[src/rtl/send_kernel.sv]
// UART 8N1 packet transmitter: latches a 72-bit word and sends NUM_BYTES frames, byte 0 first.
// Define SEND_KERNEL_CHECKSUM_EN to append a modulo-256 checksum frame after the payload.
module send_kernel #(
  parameter int CLK_FREQ  = 100000000,
  parameter int BAUD      = 115200,
  parameter int NUM_BYTES = 9
) (
  input  logic        clk,
  input  logic        rst,
  input  logic        we,
  input  logic        start,
  input  logic [71:0] data,
  output logic        tx,
  output logic        busy,
  output logic        done
);

  localparam int CLKS_PER_BIT = CLK_FREQ / BAUD;
  localparam int CNT_W = (CLKS_PER_BIT > 1) ? $clog2(CLKS_PER_BIT) : 1;
`ifdef SEND_KERNEL_CHECKSUM_EN
  localparam int LAST_IDX = NUM_BYTES;
`else
  localparam int LAST_IDX = NUM_BYTES - 1;
`endif

  typedef enum logic [1:0] {IDLE, START_BIT, DATA_BITS, STOP_BIT} state_t;

  state_t             state_q, state_d;
  logic [CNT_W-1:0]   baudCnt_q, baudCnt_d;
  logic [2:0]         bitCnt_q, bitCnt_d;
  logic [3:0]         byteIdx_q, byteIdx_d;
  logic [7:0]         shiftReg_q, shiftReg_d;
  logic [71:0]        dataReg_q, dataReg_d;
  logic               tx_q, tx_d;
  logic               busy_q, busy_d;
  logic               done_q, done_d;

  logic               bitEnd;
  logic [3:0]         nextIdx;
  logic [7:0]         nextByte;

`ifdef SEND_KERNEL_CHECKSUM_EN
  logic [7:0]         checksum;

  always_comb begin
    checksum = 8'h00;
    for (int k = 0; k < NUM_BYTES; k++) begin
      checksum = checksum + dataReg_q[8*k +: 8];
    end
  end
`endif

  always_comb begin
    nextIdx  = byteIdx_q + 4'd1;
    nextByte = 8'h00;
    for (int k = 0; k < NUM_BYTES; k++) begin
      if (nextIdx == 4'(k)) nextByte = dataReg_q[8*k +: 8];
    end
`ifdef SEND_KERNEL_CHECKSUM_EN
    if (nextIdx == 4'(NUM_BYTES)) nextByte = checksum;
`endif
  end

  assign bitEnd = (baudCnt_q == CNT_W'(CLKS_PER_BIT - 1));

  always_comb begin
    state_d    = state_q;
    baudCnt_d  = baudCnt_q;
    bitCnt_d   = bitCnt_q;
    byteIdx_d  = byteIdx_q;
    shiftReg_d = shiftReg_q;
    dataReg_d  = dataReg_q;
    done_d     = 1'b0;

    unique case (state_q)
      IDLE: begin
        // A start coinciding with the done pulse is deliberately dropped.
        if (start && we && !done_q) begin
          dataReg_d  = data;
          shiftReg_d = data[7:0];
          byteIdx_d  = 4'd0;
          baudCnt_d  = '0;
          bitCnt_d   = 3'd0;
          state_d    = START_BIT;
        end
      end
      START_BIT: begin
        if (bitEnd) begin
          baudCnt_d = '0;
          bitCnt_d  = 3'd0;
          state_d   = DATA_BITS;
        end else begin
          baudCnt_d = baudCnt_q + CNT_W'(1);
        end
      end
      DATA_BITS: begin
        if (bitEnd) begin
          baudCnt_d  = '0;
          shiftReg_d = shiftReg_q >> 1;
          if (bitCnt_q == 3'd7) begin
            state_d = STOP_BIT;
          end else begin
            bitCnt_d = bitCnt_q + 3'd1;
          end
        end else begin
          baudCnt_d = baudCnt_q + CNT_W'(1);
        end
      end
      STOP_BIT: begin
        if (bitEnd) begin
          baudCnt_d = '0;
          if (byteIdx_q == 4'(LAST_IDX)) begin
            state_d = IDLE;
            done_d  = 1'b1;
          end else begin
            byteIdx_d  = nextIdx;
            shiftReg_d = nextByte;
            bitCnt_d   = 3'd0;
            state_d    = START_BIT;
          end
        end else begin
          baudCnt_d = baudCnt_q + CNT_W'(1);
        end
      end
      default: state_d = IDLE;
    endcase

    // Dropping we truncates the frame in flight; the receiver sees a framing error.
    if (!we) begin
      state_d   = IDLE;
      baudCnt_d = '0;
      bitCnt_d  = 3'd0;
      byteIdx_d = 4'd0;
      done_d    = 1'b0;
    end
  end

  always_comb begin
    tx_d   = 1'b1;
    busy_d = (state_d != IDLE);
    unique case (state_d)
      IDLE:      tx_d = 1'b1;
      START_BIT: tx_d = 1'b0;
      DATA_BITS: tx_d = shiftReg_d[0];
      STOP_BIT:  tx_d = 1'b1;
      default:   tx_d = 1'b1;
    endcase
  end

  always_ff @(posedge clk or posedge rst) begin
    if (rst) begin
      state_q    <= IDLE;
      baudCnt_q  <= '0;
      bitCnt_q   <= 3'd0;
      byteIdx_q  <= 4'd0;
      shiftReg_q <= 8'h00;
      dataReg_q  <= 72'h0;
      tx_q       <= 1'b1;
      busy_q     <= 1'b0;
      done_q     <= 1'b0;
    end else begin
      state_q    <= state_d;
      baudCnt_q  <= baudCnt_d;
      bitCnt_q   <= bitCnt_d;
      byteIdx_q  <= byteIdx_d;
      shiftReg_q <= shiftReg_d;
      dataReg_q  <= dataReg_d;
      tx_q       <= tx_d;
      busy_q     <= busy_d;
      done_q     <= done_d;
    end
  end

  assign tx   = tx_q;
  assign busy = busy_q;
  assign done = done_q;

endmodule

[config.mk]
export PLATFORM = sky130hd
export DESIGN_NAME = send_kernel
export DESIGN_NICKNAME = d
export VERILOG_FILES = /design/src/rtl/send_kernel.sv
export SDC_FILE = /design/constraint.sdc
export NUM_CORES = 1
export LEC_CHECK = 0
export ABC_CLOCK_PERIOD_IN_PS = 3550
export CAP_MARGIN = 0
export CORE_MARGIN = 2
export CORE_UTILIZATION = 54
export DETAILED_ROUTE_END_ITERATION = 6
export GPL_TIMING_DRIVEN = 0
export PLACE_DENSITY_LB_ADDON = 0.08
export SLEW_MARGIN = 20
export SYNTH_ARGS = -nofsm -noshare
export SYNTH_HDL_FRONTEND = slang
export SYNTH_SLANG_ARGS = --single-unit
[constraint.sdc]
create_clock -name clk -period 3.55 [get_ports clk]
set_input_delay 0.5325 -clock clk [delete_from_list [all_inputs] [get_ports clk]]
set_output_delay 0.5325 -clock clk [all_outputs]
set_load 0.03 [all_outputs]
* Word-level counts from Yosys, hierarchy flattened
Cells that the tools add are included.
** Word-level totals
- Logic and storage cells :: 99
- Register bits after elaboration :: 102
- Bits of input ports :: 76
- Output and inout bits :: 3
** Cells by class
- Reduce and logical (&&, ||, !) cells :: 14
- Muxes and demuxes :: 44
- $add $sub $neg :: 3
- Eq/ne operators :: 28
** Operators with widths (number)
- two-way mux 8 bit :: 13
- two-way mux 10 bit :: 3
- case mux 8 bit (3 select lines) :: 1
- two-way mux 3 bit :: 7
- case mux 10 bit (2 select lines) :: 1
- inequality test 3 bit, second input constant :: 6
- == test 4 x 3 -> 1 bit, second input constant :: 4
- two-way mux 4 bit :: 4
- two-way mux 2 bit :: 6
- case mux 3 bit (4 select lines) :: 1
- adder 10 x 1 -> 10 bit, second input constant :: 1
- == test 10 bit, second input constant :: 1
- == test 2 bit, second input constant :: 4
- == test 4 x 2 -> 1 bit, second input constant :: 2
- == test 4 bit, second input constant :: 2
- inequality test 2 bit, second input constant :: 4
- case mux 2 bit (4 select lines) :: 1
- case mux 4 bit (2 select lines) :: 1
- AND reduction 6 bit :: 1
- two-way mux 1 bit :: 5
- AND reduction 5 bit :: 1
- adder 4 x 1 -> 4 bit, second input constant :: 1
- == test 2 x 1 -> 1 bit, second input constant :: 2
- == test 4 x 1 -> 1 bit, second input constant :: 1
- 14 further kinds :: 16

* Logic depth before layout (Yosys ltp)
- Word-level depth :: 15
- Gate-level depth with buffers :: 11
- Depth with buffers taken out :: 11

* Worst setup path after synthesis
No wires, ideal clock.
- Kind :: flip-flop to flip-flop
- From :: register byteIdx_q[1]
- To :: register tx_q, in the netlist tx
- Clock period less this slack :: 2.301 ns
- Library setup time :: 0.077 ns
- Data required time :: 3.473 ns
- Slack :: 1.249 ns
- Path buffers :: 1
- Data arrival time :: 2.224 ns
- Stages on the path, launching flop included :: 12
- Path through :: dfrtp_1 > inv_1 > ha_1 > clkbuf_1 > nand3b_1 > nand2_1 > nand2_1 > o221ai_1 > ha_1 > nor2b_1 > nand3_1 > a31oi_1
** On the way
- Longest elaborated chain between the ends :: 15
- Elaborated cells between the ends (all ways) :: 33
- Classes of those cells :: add/sub (1); eq/ne (12); mux (17); reduce/logical (3)
** RTL lines
- start, declared :: line 31 : logic [3:0] byteIdx_q, byteIdx_d;
- start signal, assigned :: line 165 : byteIdx_q <= byteIdx_d;
- adder 4 x 1 -> 4 bit :: line 54 : nextIdx = byteIdx_q + 4'd1;
- zero test 4 bit :: line 57 : if (nextIdx == 4'(k)) nextByte = dataReg_q[8*k +: 8];
- two-way mux 8 bit (9 in series) :: line 57
- two-way mux 8 bit :: line 112 : if (byteIdx_q == 4'(LAST_IDX)) begin
- two-way mux 8 bit :: line 110 : if (bitEnd) begin
- case mux 8 bit (3 select lines) :: line 75 : unique case (state_q)
- case mux 1 bit (3 select lines) * :: line 141 : unique case (state_d)
- net tx_d :: line 34 : logic tx_q, tx_d;
- end signal, assigned :: line 168 : tx_q <= tx_d;
- end, declared :: line 34
The timed path passes the listed nets; every way through them passes the cells marked *. The select of a mux whose other input is x is not followed.
A chain may end at the register's enable or synchronous reset.

* Final worst setup path
Same ends and word-level chain as after synthesis.

==> impl_metrics.toml <==
[outcome]
status = "completed"

[routing]
vias = 4600
wirelength_mm = 12.8
vias_per_cell = 5.39
route.detailed.drc = 0
wl_met3_microns = 688
top_layer = "met4"
wl_per_cell_microns = 15.0
first_pass_iters = 5
wl_met2_mm = 6.13
ant_nets = 0
wl_met1_mm = 5.76
drt_iter0_markers = 356

[min_path]
holdPathStages = 2
min-delay-start = "dataReg_q[4]"
hold_path.class = "reg -> reg"
holdPathEnd = "dataReg_q[4]"

[sta]
setup_viol = 0
max_slew_margin = 0.579
setup_ws_ns = 0.598
worst_hold_slack_ns = 0.492
period_minus_slack_ns = 2.95
post-route-period-util = 0.832
clock.fmax_mhz = 339
maxSlewViolCount = 0
clock_skew_ns = 0.0114
final_hold_viol_count = 0
tightest_slew_ns = 0.627
rsz0062_at_grt = "no"

[synthesis]
syn-num-nets = 717
ys_warn_count = 0
yosysMostFrequentCell = "nand2_1"
synth_edf_count = 0
yosys.area.top_type = "dfrtp_1"
synth_area_sq_um = 5160
synth_seq_cells = 102
synth_common_cells = "nand2_1 (262), dfrtp_1 (101), nor2_1 (36)"
syn_inst = 630
netlist_top_cells_area = "dfrtp_1 (49%), nand2_1 (19%), ha_1 (2.7%)"
yosysSeqAreaShare = 0.495
yosysTopAreaCellShare = 0.490
yosysUniqueCellTypes = 57
syn_area_per_cell_sq_um = 8.18
async_flop_share = 1.00
synth_ff_type = "dfrtp_1"

[worst_setup_path]
critPathMaxFanout = 10
reg2reg_to = "tx"
critPathRequiredTime_ns = 3.85
worstSetupEndpointType = "flip-flop"
start_kind = "flip-flop"
r2r_cells = 11
criticalPathCategory = "reg -> reg"
r2r_setup_slack_ns = 0.60
r2r_start = "byteIdx_q[1]"
crit_arrival_ns = 3.25
worstSetupStartpoint = "byteIdx_q[1]"

[power]
vdd_drop_max_uv = 239
leakagePower_nw = 2.92
powerDensity_nw_per_um2 = 402

[floorplanning]
die_y_microns = 102
io_pins = 79
core_sq_um = 9240
num_rows = 35
start_util = 0.558
die_area_sq_um = 10300
die_w_microns = 102

[cells_and_area]
num-fill-cells = 788
design_area_sq_um = 6300
regArea_sq_um = 2550
fin_nets = 806
postLayoutCoreUtil = 0.682
antenna_cells = 0
instances_no_fill = 853
multi_input_area_sq_um = 2410
area_growth_pct = 22.2
drive_gt1_frac = 0.0580

[global_routing]
antenna_found_initial = 0
grt_max_degree = 63
grt_pass1_vias = 4299
grt_pass1_wl_mm = 20.9
track_usage = 0.260
grt_remaining_overflow = 0

[cts]
clock_path_buffers = 2
hold_buffers = 0
cts_max_level = 3
cts_sinks = 102
root_buffer = "clkbuf_8"
cts_resized = 0
clk_pin_slew_worst_paths_ns = 0.10
cts_tree = "yes"
postCtsSetupBuffers = 0
cts_buffers = 9
clk_latency_ns = 0.38

[place]
place_ws_ns = 0.668
place_inst = 837
hpwl_mm = 9.51
post_dp_cell_area_sq_um = 6120
place_congestion = 0.950
port_buffers = 77

[job]
maxCapViolCount = 0
[kinds of logic (layout without fill, tap and decap cells)]
| kind of cell | Yosys count | count (layout) | share of synthesized area |
|---|---|---|---|
| AOI/OAI and AO/OA | 101 | 101 | 0.131 |
| xor gates and xnor gates | 6 | 6 | 0.0102 |
| adders and majority gates | 11 | 11 | 0.0267 |
| buffers and inverters | 46 | 140 | 0.0366 |
| DFF | 102 | 102 | 0.495 |
| muxes | 2 | 2 | 0.00388 |
| and+or+nand+nor | 362 | 362 | 0.297 |
[worst max-delay path by stage]
stage | end | slack, ns | cells after the start
finish | tx | 0.60 | 11
global placement | dataReg_q[16] | -1.08 | 2
floorplan | baudCnt_q[0] | 0.34 | 1
CTS | tx | 0.66 | 11
global route | tx | 0.42 | 11
detailed placement | tx | 0.67 | 11
[report_power, final]
group          switching (W)  internal [W]  total, W  leakage [nW]
Combinational       0.000215      0.000193  0.000409          1.54
Clock               0.000437      0.000268  0.000705        0.0936
Sequential          0.000102       0.00132   0.00142          1.29
Total               0.000754       0.00178   0.00253          2.92
[final cells by class]
class                   instances  area share
clock buffers                  10      0.0203
multi-input cells             482       0.383
repair buffers                 78       0.127
flip-flops and latches        102       0.405
inverters                      13     0.00854
clock inverters                 6     0.00814
plain buffers                  33      0.0222
well taps                     129      0.0256
[cell usage in the layout (no fill, tap or decap), types with 3 or more instances in the layout]
master,count
clkbuf_8,9
buf_1,6
nand2b_1,4
a21oi_1,24
nor3_1,12
a31oi_1,7
o221ai_1,3
o31ai_1,3
o21a_1,4
o211ai_1,5
ha_1,11
clkdlybuf4s50_1,77
clkbuf_1,19
nand4_1,6
o21ai_0,22
nor2b_1,3
dfrtp_1,101
buf_2,7
o21ai_1,7
and2_1,4
nor2_1,36
inv_6,4
nand3_1,16
a221oi_1,9
inv_1,8
nand2_1,262
xor2_1,5
o22ai_1,5
[critical path: stages (launching register included)]
cell and delay [ns]:
dfrtp_1 0.48, inv_1 0.18, ha_1 0.22, clkbuf_1 0.44, nand3b_1 0.23, nand2_1 0.22, nand2_1 0.10, o221ai_1 0.34
ha_1 0.21, nor2b_1 0.18, nand3_1 0.10, a31oi_1 0.19
[layer usage]
layer | vias up | global-route usage
li1 | 2279 | -
met1 | 2130 | 0.363
met2 | 169 | 0.424
met3 | 22 | 0.0442
met4 | 0 | 0.0686
met5 | - | 0
[through the flow]
step / TNS (ns) / total power, W
after floorplan: 0 / 0.00165
after global placement: -107.92 / 0.00183
after detailed placement: 0 / 0.00185
after CTS: 0 / 0.00254
after global routing: 0 / 0.00265
final: 0 / 0.00253
[registers in the layout, indices dropped and copies added (netlist names)]
register,flops
byteIdx_q,4
baudCnt_q,10
done,1
tx,1
state_q,2
busy,1
bitCnt_q,3
dataReg_q,72
shiftReg_q,8
Power figures use the tool's default switching activity.
